### src/rtl/shift_right_iterative.sv
// rtl/shift_right_iterative.sv - one-bit-per-clock right shifter (SRL/SRA), rotate under SHIFT_RIGHT_ROTATE_EN
module shift_right_iterative #(
    parameter int N  = 32,
    parameter int SW = $clog2(N)
) (
    input  logic          clk,
    input  logic          rst,
    input  logic          start,
    input  logic [N-1:0]  in_data,
    input  logic [SW-1:0] shamt,
    input  logic [1:0]    mode,
    output logic          busy,
    output logic          done,
    output logic [N-1:0]  out
);

    typedef enum logic [1:0] {IDLE, SHIFT, DONE} state_t;

    state_t        state, state_n;
    logic [N-1:0]  work, work_n, out_n, shifted;
    logic [SW-1:0] cnt, cnt_n;
    logic          fill;

`ifdef SHIFT_RIGHT_ROTATE_EN
    logic [1:0] mode_r, mode_n;
    wire  [1:0] mode_in = mode;

    // Rotate overrides the arithmetic/logical choice entirely.
    assign fill = mode_r[1] ? work[0] : (mode_r[0] & work[N-1]);
`else
    logic       mode_r, mode_n;
    wire        mode_in = mode[0];
    logic       unused_mode;

    assign unused_mode = mode[1];
    assign fill        = mode_r & work[N-1];
`endif

    assign shifted = {fill, work[N-1:1]};

    always_comb begin
        state_n = state;
        work_n  = work;
        cnt_n   = cnt;
        mode_n  = mode_r;
        out_n   = out;
        case (state)
            IDLE, DONE: begin
                if (start) begin
                    work_n = in_data;
                    cnt_n  = shamt;
                    mode_n = mode_in;
                    if (shamt == '0) begin
                        state_n = DONE;
                        out_n   = in_data;
                    end else begin
                        state_n = SHIFT;
                    end
                end else if (state == DONE) begin
                    state_n = IDLE;
                end
            end
            SHIFT: begin
                work_n = shifted;
                cnt_n  = cnt - {{(SW-1){1'b0}}, 1'b1};
                if (cnt == {{(SW-1){1'b0}}, 1'b1}) begin
                    state_n = DONE;
                    out_n   = shifted;
                end
            end
            default: state_n = IDLE;
        endcase
    end

    always_ff @(posedge clk) begin
        if (rst) begin
            state  <= IDLE;
            work   <= '0;
            cnt    <= '0;
            mode_r <= '0;
            out    <= '0;
            busy   <= 1'b0;
            done   <= 1'b0;
        end else begin
            state  <= state_n;
            work   <= work_n;
            cnt    <= cnt_n;
            mode_r <= mode_n;
            out    <= out_n;
            busy   <= (state_n == SHIFT);
            done   <= (state_n == DONE);
        end
    end

endmodule

### config.mk
export PLATFORM = sky130hd
export DESIGN_NAME = shift_right_iterative
export DESIGN_NICKNAME = d
export VERILOG_FILES = /design/src/rtl/shift_right_iterative.sv
export SDC_FILE = /design/constraint.sdc
export NUM_CORES = 1
export LEC_CHECK = 0
export ABC_AREA = 0
export BUFFER_PORTS_ARGS = -buffer_cell sky130_fd_sc_hd__buf_2
export CAP_MARGIN = 30
export CORE_ASPECT_RATIO = 0.7
export CORE_MARGIN = 4
export CORE_UTILIZATION = 29
export CTS_CLUSTER_SIZE = 16
export DETAILED_ROUTE_END_ITERATION = 12
export PLACE_DENSITY_LB_ADDON = 0.3
export SLEW_MARGIN = 20
export SYNTH_ARGS = -nofsm -noshare
export SYNTH_HDL_FRONTEND = slang
export SYNTH_SLANG_ARGS = --single-unit
### constraint.sdc
create_clock -name clk -period 1.76 [get_ports clk]
set_clock_uncertainty 0.2 [all_clocks]
set_input_delay 0.176 -clock clk [delete_from_list [all_inputs] [get_ports clk]]
set_output_delay 0.176 -clock clk [all_outputs]
set_load 0.02 [all_outputs]
==> impl_results.md <==
- Main synth FF type: dfxtp_1
- Reg clk slew, reported paths: 0.06 ns
- Syn nets: 347
- Tmin final: 2.021 ns
- Die footprint: 11860 µm²
- Avg WL per Cell: 15.33 µm
- Worst setup path startpoint: cnt[1]$_SDFFE_PP0P_
- CTS root buf: clkbuf_16
- Seq/Total Area, Yosys: 49.62%
- Worst min path class: input port to flip-flop
- Slew HR: 75.63%
- Crit path max-delay family: simple AND/OR/NAND/NOR gates
- FILL cells: 973
- Area grow syn2layout: 45.67%
- Flops & latches, synth: 73
- Vias per cell: 4.801
- Finished Cell Area: 4290 µm²
- Number of enable flip-flop cells after synthesis: 0
- # port buffers: 74
- Vias: 2583
- Met3 global-route usage: 5.130%
- Critical Path AT: 2.07 ns
- Most used cell along the critical path: buf_12
- CTS tree: built
- Grt total ovfl: 0
- Mean area per synthesized cell: 9.721 µm²
- Die W: 128.5 µm
- Synth warn: 0
- Least-Margin Pin Slew: 0.3656 ns
- Top cell type's share of synthesized area: 49.62%
- CP peak stage delay: 0.47 ns
- FFs w/ async S/R, synth: 0%
- Met2 Resource Use GR: 19.58%
- Initial DRC Count: 111
- GRT busiest layer: met2
- Initial antenna violation count: 0
- Layout cells sized above 1: 40.24%
- Synth Cell Area: 2945 µm²
- DRT Wirelength: 8.245 mm
- Cell count after placement: 503
- Post-route insts no fill: 538
- HPWL Detailed: 5.207 mm
- Synth cell count leaders: dfxtp_1 (73), nor2_1 (71), a211oi_1 (52)
- CP Class: flip-flop to flip-flop
- Buffers and inverters on the worst path: 4
- Largest net degree at the start of global routing: 37
- GRT Util Overall: 13.75%
- Max stage delay cell, worst path: or4b_4
- Final setup vio count: 35
- Slew Limit Fails: 0
- Maximum buffer depth of the clock tree: 2
- Worst setup margin: -0.2606 ns
- Register area: 1464 µm²
- Max VDD drop: 506.8 µV
- Leading area contributor after synthesis: dfxtp_1
- Startpoint types: flip-flop
- GP Congestion: 0.7593
- Violated checks: setup timing
- Count of different cell masters after synthesis: 30
- Top post-synthesis cells by area: dfxtp_1 (50%), a211oi_1 (13%), mux2i_1 (10%)
- Routed Antenna Nets: 0
- CP Cell Sequence: inv_2 -> ha_4 -> or4b_4 -> o22ai_4 -> buf_12 -> buf_12 -> buf_16 -> nor2_1 -> a211oi_2
- TritonCTS Buffers: 9
- # H-tree levels: 3
- Status: finished, violations left
- Power per cell area: 1036 nW/µm²
- Worst Path Max Fanout: 6
- Post-route DRC: 0
- Met1 Use GR: 19.49%
- Worst reg2reg path startpoint: cnt[1]$_SDFFE_PP0P_
- DRT Pass-1 Iters: 4
- Cell Area, Placed: 3598 µm²
- Multi-input gate area: 1456 µm²
- Final core utilization: 43.79%
- Vias in the first global route: 2504
- ANT cells: 0
- Leak: 1.895 nW
- Row Count: 30
- Nets: 450
- CP Data Required Time: 1.81 ns
- Die Y: 92.32 µm
- Period Utilization, post-route: 114.8%
- RSZ-0062 raised after global routing: yes
- Clock sink count: 73
- Hold Fails Final Rpt: 0
- First-pass GRT wire length: 12.80 mm
- Crit. End Element: flip-flop
- Cells after synthesis: 303
- Clk Latency, worst-skew pair: 0.32 ns
- Max cap viols: 0
- Max frequency: 0.4949 GHz
- Most common cell in the synthesized netlist: dfxtp_1
- Core ar.: 9797 µm²
- Starting Density: 30.06%
- IO Pins: 76
- Worst hold start: in_data[10]
==> what timing repair did <==
item / in CTS / in global routing
gates resized for setup: 23 / 17
setup endpoints to repair: 35 / 48
buffers inserted: 8 / 2
cloned: 3 / 3
hold buffers: 5 / 0
endpoints found under the hold margin: 5 / 0
pin swaps: 7 / 15
==> tightest hold or removal path, delay by kind of cell <==
| family | cells | cell delay, ns |
|---|---|---|
| compound gates | 1 | 0.17 |
| mux | 1 | 0.09 |
| buf+inv | 1 | 0.08 |
==> path summary, 6_finish.rpt <==
| kind | to | slack [ns] | depth (start not counted) |
|---|---|---|---|
| setup / recovery | out[10]$_SDFFE_PP0P_ | -0.26 | 9 |
| hold / removal | out[10]$_SDFFE_PP0P_ | 0.03 | 3 |
| setup reg to reg | out[10]$_SDFFE_PP0P_ | -0.26 | 9 |
| hold reg to reg | mode_r$_SDFFE_PP0P_ | 0.26 | 2 |
==> power breakdown <==
| part | internal [mW] | switching (mW) | leakage [nW] |
|---|---|---|---|
| sequential | 1.80 | 0.0794 | 0.600 |
| combinational | 0.394 | 0.460 | 1.16 |
| clock | 1.06 | 0.651 | 0.138 |
| total | 3.25 | 1.19 | 1.90 |
==> metal layers <==
metal / vias up / wire length, µm
met5: - / 0
met4: 0 / 60
li1: 1296 / -
met2: 63 / 3501
met3: 8 / 526
met1: 1216 / 4156
==> stage by stage <==
stage | TNS, ns | total power [mW] | hold WS (ns) | worst slack [ns]
floorplan | -0.8113 | 2.389 | 0.1120 | -0.03960
global placement | -4.502 | 2.638 | 0.2439 | -0.1615
detailed placement | -5.523 | 2.657 | 0.2497 | -0.2488
CTS | -6.025 | 4.457 | 0.009684 | -0.2298
global route | -10.36 | 4.685 | 0.02608 | -0.3289
finish | -7.294 | 4.445 | 0.02525 | -0.2606
==> state kept, by name, indices dropped and copies added, names as in the netlist <==
signal	count
mode_r	1
work	31
out	32
done	1
cnt	5
state	2
busy	1
==> kinds of logic after synthesis <==
kind of cell	after synthesis	synth area share (%)
and+or+nand+nor	92	13.17
AOI/OAI and AO/OA	77	20.99
DFF	73	49.62
muxes	31	10.58
buffers and inverters	28	4.800
adders and majority gates	2	0.8495
==> cell type report <==
cell class              instances  share of cell area (%)
flip-flops and latches         73                   34.12
multi-input cells             202                   33.95
repair buffers                118                   21.43
clock buffers                  13                   6.299
well taps                     128                   3.733
clock inverters                 2                  0.2916
inverters                       2                  0.1750
==> cell usage in the layout (no fill, tap or decap), drive strengths merged <==
cell type	n
clkinv	1
a221oi	2
mux2i	30
nand2b	2
nor2b	4
nand2	8
clkbuf	16
or4b	2
o21ai	1
a311oi	1
dlygate4sd3	5
or4	1
nor2	71
a211oi	62
or3	1
inv	2
buf	110
a22oi	1
a2bb2oi	1
mux2	1
o22ai	1
nand3	2
clkinvlp	1
o31ai	1
dfxtp	73
ha	2
a21oi	7
and3	1
Power figures use the tool's default switching activity.
